<file path="src/rtl/data_axi_bridge.sv">
// Data-side sram_like to single-beat AXI bridge with one transaction outstanding.
// Optional build macro DATA_BRIDGE_RLATCH_EN registers read data and delays the read data_ok by one cycle.
module data_axi_bridge #(
    parameter int ID_W    = 4,
    parameter int DATA_ID = 1
) (
    input  logic            clk,
    input  logic            resetn,
    input  logic            data_req,
    input  logic            data_wr,
    input  logic [1:0]      data_size,
    input  logic [31:0]     data_addr,
    input  logic [31:0]     data_wdata,
    output logic [31:0]     data_rdata,
    output logic            data_addr_ok,
    output logic            data_data_ok,
    output logic [ID_W-1:0] arid,
    output logic [31:0]     araddr,
    output logic [7:0]      arlen,
    output logic [2:0]      arsize,
    output logic [1:0]      arburst,
    output logic [1:0]      arlock,
    output logic [3:0]      arcache,
    output logic [2:0]      arprot,
    output logic            arvalid,
    input  logic            arready,
    input  logic [ID_W-1:0] rid,
    input  logic [31:0]     rdata,
    input  logic [1:0]      rresp,
    input  logic            rlast,
    input  logic            rvalid,
    output logic            rready,
    output logic [ID_W-1:0] awid,
    output logic [31:0]     awaddr,
    output logic [7:0]      awlen,
    output logic [2:0]      awsize,
    output logic [1:0]      awburst,
    output logic [1:0]      awlock,
    output logic [3:0]      awcache,
    output logic [2:0]      awprot,
    output logic            awvalid,
    input  logic            awready,
    output logic [ID_W-1:0] wid,
    output logic [31:0]     wdata,
    output logic [3:0]      wstrb,
    output logic            wlast,
    output logic            wvalid,
    input  logic            wready,
    input  logic [ID_W-1:0] bid,
    input  logic [1:0]      bresp,
    input  logic            bvalid,
    output logic            bready,
    output logic [2:0]      fsm_state
);

    // Handshake rule on every AXI channel: a beat transfers on a rising edge where valid & ready
    // are both high; the bridge holds each valid until that edge and never retracts it.
    typedef enum logic [2:0] {
        IDLE    = 3'd0,
        RD_ADDR = 3'd1,
        RD_DATA = 3'd2,
        WR_REQ  = 3'd3,
        WR_RESP = 3'd4,
        RD_DONE = 3'd5
    } state_t;

    state_t      state, state_nxt;
    logic [31:0] addr_q, wdata_q, rdata_q;
    logic [1:0]  size_q;
    logic        wr_q, aw_done, w_done;
    logic        aw_hs, w_hs, wr_both;

    assign aw_hs   = (state == WR_REQ) && !aw_done && awready;
    assign w_hs    = (state == WR_REQ) && !w_done && wready;
    assign wr_both = (state == WR_REQ) && (aw_done || aw_hs) && (w_done || w_hs);

    always_ff @(posedge clk or negedge resetn) begin
        if (!resetn) begin
            state   <= IDLE;
            addr_q  <= '0;
            size_q  <= '0;
            wdata_q <= '0;
            wr_q    <= 1'b0;
            aw_done <= 1'b0;
            w_done  <= 1'b0;
            rdata_q <= '0;
        end else begin
            state <= state_nxt;
            if (data_addr_ok) begin
                addr_q  <= data_addr;
                size_q  <= data_size;
                wdata_q <= data_wdata;
                wr_q    <= data_wr;
            end
            // Both flags clear together once the write request phase is complete.
            if (wr_both) begin
                aw_done <= 1'b0;
                w_done  <= 1'b0;
            end else begin
                if (aw_hs) aw_done <= 1'b1;
                if (w_hs)  w_done  <= 1'b1;
            end
            if (rready && rvalid) rdata_q <= rdata;
        end
    end

    always_comb begin
        state_nxt    = state;
        data_addr_ok = 1'b0;
        data_data_ok = 1'b0;
        arvalid      = 1'b0;
        rready       = 1'b0;
        awvalid      = 1'b0;
        wvalid       = 1'b0;
        bready       = 1'b0;
        case (state)
            IDLE: begin
                data_addr_ok = data_req;
                if (data_req) state_nxt = data_wr ? WR_REQ : RD_ADDR;
            end
            RD_ADDR: begin
                arvalid = 1'b1;
                if (arready) state_nxt = RD_DATA;
            end
            RD_DATA: begin
                rready = 1'b1;
                if (rvalid) begin
`ifdef DATA_BRIDGE_RLATCH_EN
                    state_nxt = RD_DONE;
`else
                    data_data_ok = 1'b1;
                    state_nxt    = IDLE;
`endif
                end
            end
            RD_DONE: begin
                data_data_ok = 1'b1;
                state_nxt    = IDLE;
            end
            WR_REQ: begin
                awvalid = !aw_done;
                wvalid  = !w_done;
                if (wr_both) state_nxt = WR_RESP;
            end
            WR_RESP: begin
                bready = 1'b1;
                if (bvalid) begin
                    data_data_ok = 1'b1;
                    state_nxt    = IDLE;
                end
            end
            default: state_nxt = IDLE;
        endcase
    end

`ifdef DATA_BRIDGE_RLATCH_EN
    assign data_rdata = rdata_q;
`else
    assign data_rdata = (state == RD_DATA && rvalid) ? rdata : rdata_q;
`endif

    always_comb begin
        case (size_q)
            2'd0:    wstrb = 4'b0001 << addr_q[1:0];
            2'd1:    wstrb = addr_q[1] ? 4'b1100 : 4'b0011;
            default: wstrb = 4'b1111;
        endcase
    end

    assign arid    = ID_W'(DATA_ID);
    assign araddr  = addr_q;
    assign arlen   = 8'd0;
    assign arsize  = {1'b0, size_q};
    assign arburst = 2'b01;
    assign arlock  = 2'b00;
    assign arcache = 4'b0000;
    assign arprot  = 3'b000;
    assign awid    = ID_W'(DATA_ID);
    assign awaddr  = addr_q;
    assign awlen   = 8'd0;
    assign awsize  = {1'b0, size_q};
    assign awburst = 2'b01;
    assign awlock  = 2'b00;
    assign awcache = 4'b0000;
    assign awprot  = 3'b000;
    assign wid     = ID_W'(DATA_ID);
    assign wdata   = wdata_q;
    assign wlast   = 1'b1;

    assign fsm_state = state;

    // Response codes and IDs are deliberately dropped; the latched direction is kept for debug.
    logic unused_ok;
    assign unused_ok = &{1'b0, wr_q, rid, rresp, rlast, bid, bresp};

endmodule

</file>
<file path="config.mk">
export PLATFORM = sky130hd
export DESIGN_NAME = data_axi_bridge
export DESIGN_NICKNAME = d
export VERILOG_FILES = /design/src/rtl/data_axi_bridge.sv
export SDC_FILE = /design/constraint.sdc
export NUM_CORES = 1
export LEC_CHECK = 0
export CAP_MARGIN = 0
export CORE_MARGIN = 5
export CORE_UTILIZATION = 36
export DETAILED_ROUTE_END_ITERATION = 12
export HOLD_SLACK_MARGIN = 0.1
export PLACE_DENSITY_LB_ADDON = 0.1
export SETUP_SLACK_MARGIN = 0.05
export SLEW_MARGIN = 25
export SYNTH_ARGS = -nofsm -noshare
export SYNTH_HDL_FRONTEND = slang
export SYNTH_SLANG_ARGS = --single-unit
</file>
<file path="constraint.sdc">
create_clock -name clk -period 2.3 [get_ports clk]
set_clock_uncertainty 0.15 [all_clocks]
set_input_delay 0.23 -clock clk [delete_from_list [all_inputs] [get_ports clk]]
set_output_delay 0.23 -clock clk [all_outputs]
set_load 0.01 [all_outputs]
</file>
==> results_dict.tcl <==
set metrics [dict create \
    yosysSeqAreaShare_pct 54.3 \
    path_cells "nor3_2 > and2_4 > buf_12 > buf_12 > buf_6 > mux2_4 > buf_6" \
    rsz0062_at_grt "yes" \
    ir_worst_vdd_v 0.000698 \
    min_path_type "in2async" \
    synth_top_flop_cell "dfrtp_1" \
    gp_congestion 0.757 \
    drt-vias-per-instance 4.32 \
    cp_slowest_stage_delay_ns 0.39 \
    synth-edff-count 0 \
    clockBufferDepth 2 \
    die_x_um 125 \
    root_buffer "clkbuf_16" \
    synth_top_area_share_pct 54.3 \
    fmax_ghz 0.428 \
    outcome "finished with violations" \
    synthArstFlopShare_pct 100 \
    first_pass_iters 4 \
    start_kind "flop" \
    crit_slowest_cell "dfrtp_1" \
    p_per_area_nw_per_um2 1470 \
    die_y_um 125 \
    routed_wl_um 12900 \
    grt_pass1_wl_um 20200 \
    fin_ws_ns -0.0357 \
    drt-initial-drc-count 73 \
    worstPathRequired_ns 1.92 \
    die-area_um2 15600 \
    synth_area_per_cell_um2 13.8 \
    p_leak_nw 3.40 \
    min_period_over_period_pct 102 \
    ys_warn_count 0 \
    gr-usage-all-layers_pct 16.4 \
    ys_seq_elements 103 \
    cts.sink_count 103 \
    ys_types 24 \
    grt_overflow 0 \
    hpwlAfterDp_um 9560 \
    fin_nets 707 \
    dp_slack_ns -0.0777 \
    cts_tree "yes" \
    antenna_found_initial 0 \
    min_period_ns 2.34 \
    grt_max_degree 43 \
    worstPathBufferInverterCount 4 \
    std_cell_rows 42 \
    setup_viol 3 \
    cts.htree.levels 3 \
    drv_cap 0 \
    relSlewSlack_pct 62.8 \
    port_buffers 252 \
    initial_utilization_pct 36.3 \
    finalHoldViolCount 0 \
    diodes 0 \
    ios 319 \
    clk_pin_slew_ns 0.07 \
    crit_type "reg2out" \
    violations "negative setup slack" \
    netlist_area_um2 4750 \
    cts_inserted_buffers 9 \
    vias 3315 \
    yosys.area.top_type "dfrtp_1" \
    critPathMaxFanout 8 \
    synthesis.instances 345 \
    crit_family "buffers and inverters" \
    slew_viol_final 0 \
    critPathArrivalTime_ns 1.96 \
    drc 0 \
    core_area_um2 13100 \
    setup_tns_ns -0.0949 \
    wl_per_cell_um 16.8 \
    area_delta_synth_final_pct 62.6 \
    netlist_top_cells_area "dfrtp_1 (54%), mux2_2 (22%), buf_4 (14%)" \
    worstSetupEndpointType "output pin" \
    worst-slew-pin-transition_ns 0.558 \
    clock_latency_ns 0.34 \
    drive_above_1_share_pct 29.6 \
    antenna_left 0 \
    grt_pass1_vias 3619 \
]
==> report_power, final <==
| group | internal (mW) | total [mW] | switching, mW |
|---|---|---|---|
| Sequential | 2.75 | 3.25 | 0.505 |
| Clock | 1.09 | 1.77 | 0.678 |
| Combinational | 3.96 | 6.34 | 2.38 |
==> synthesized netlist by cell type (2+ instances only) <==
| master | instances |
|---|---|
| mux2_1 | 5 |
| buf_6 | 11 |
| nor2b_1 | 2 |
| buf_4 | 89 |
| conb_1 | 2 |
| o21bai_1 | 5 |
| and2_1 | 2 |
| a21oi_1 | 3 |
| dfrtp_1 | 103 |
| nor3_1 | 2 |
| nand2b_1 | 2 |
| inv_1 | 3 |
| nor2_1 | 10 |
| o21ai_0 | 2 |
| o22a_1 | 2 |
| mux2_2 | 94 |
==> final timing paths <==
kind | start | to | slack [ns] | depth (start not counted)
min in group clk | data_addr[1] | araddr[1]$_DFFE_PN0P_ | 0.29 | 3
worst min-delay path | resetn | rdata_q[16]$_DFFE_PN0P_ | 0.26 | 2
worst min register to register | wdata[11]$_DFFE_PN0P_ | wdata[11]$_DFFE_PN0P_ | 0.35 | 1
worst max register to register | fsm_state[2]$_DFFE_PN0P_ | araddr[16]$_DFFE_PN0P_ | 0.20 | 6
worst max-delay path | fsm_state[2]$_DFFE_PN0P_ | data_rdata[4] | -0.04 | 7
max in group asynchronous | resetn | rdata_q[27]$_DFFE_PN0P_ | 1.08 | 3
==> metrics by stage <==
stage	utilization (%)	total power [mW]	hold WS, ns	std cells	cell area (um^2)
2_1_floorplan	-	6.19	-0.216	396	4940
3_3_place_gp	53.6	8.96	0.107	737	7010
3_5_place_dp	53.6	9.06	0.109	737	7010
4_1_cts	58.9	11.5	0.283	767	7700
5_1_grt	59.0	12.0	0.300	767	7710
6_report	59.0	11.4	0.258	767	7710
==> layout make-up <==
type	instances	area [um^2]
timing repair buffer	281	2880
multi-input combinational	189	1680
clock inverter	5	104
clock buffer	10	239
sequential	103	2580
inverter	3	11.3
tap	176	220
fill	1070	5370
==> per-layer routing <==
layer  routed length [um]  vias up  share of wire (%)  track usage (%)
met4                  338        0                2.6             6.82
li1                     -     1512                  -                -
met5                    0        -                  0                0
met1                 4650     1606                 36             17.3
met2                 6530      175                 51             28.7
met3                 1400       22                 11             7.12
==> state kept, by name (all words and copies together) (netlist names) <==
| name | count |
|---|---|
| araddr | 32 |
| aw_done | 1 |
| fsm_state | 3 |
| rdata_q | 32 |
| size_q | 2 |
| w_done | 1 |
| wdata | 32 |
==> timing repair <==
item	in CTS	in global routing
hold endpoints to repair	39	0
setup buffers	11	2
pin swaps	3	2
resized for setup	207	12
cloned	3	0
hold buffers	1	0
endpoints found under the setup margin	34	56
==> cell usage in the layout, fill, tap and decap left out, types with 2 or more instances in the layout <==
master           count
clkdlybuf4s50_1    214
bufinv_16            3
nor2b_1              2
nand2b_1             2
conb_1              53
buf_6               37
nor2_1              10
dlygate4sd2_1        4
buf_4               17
o21ai_0              2
o22a_1               2
buf_12               6
mux2_2              62
mux2_4              32
a21oi_1              3
o21bai_1             5
clkbuf_16            9
inv_1                3
dfrtp_1            103
mux2_1               5
==> logic make-up (layout without fill, tap and decap cells) <==
family                 after synthesis  in the layout  synth area share, %
DFF                                103            103                 54.3
other                                2             53                0.158
AOI/OAI and AO/OA                   15             15                 2.32
muxes                               99             99                 23.5
buffers and inverters              104            299                 17.0
and+or+nand+nor                     22             22                 2.69
Note: power is estimated with default switching activity, not from simulation.
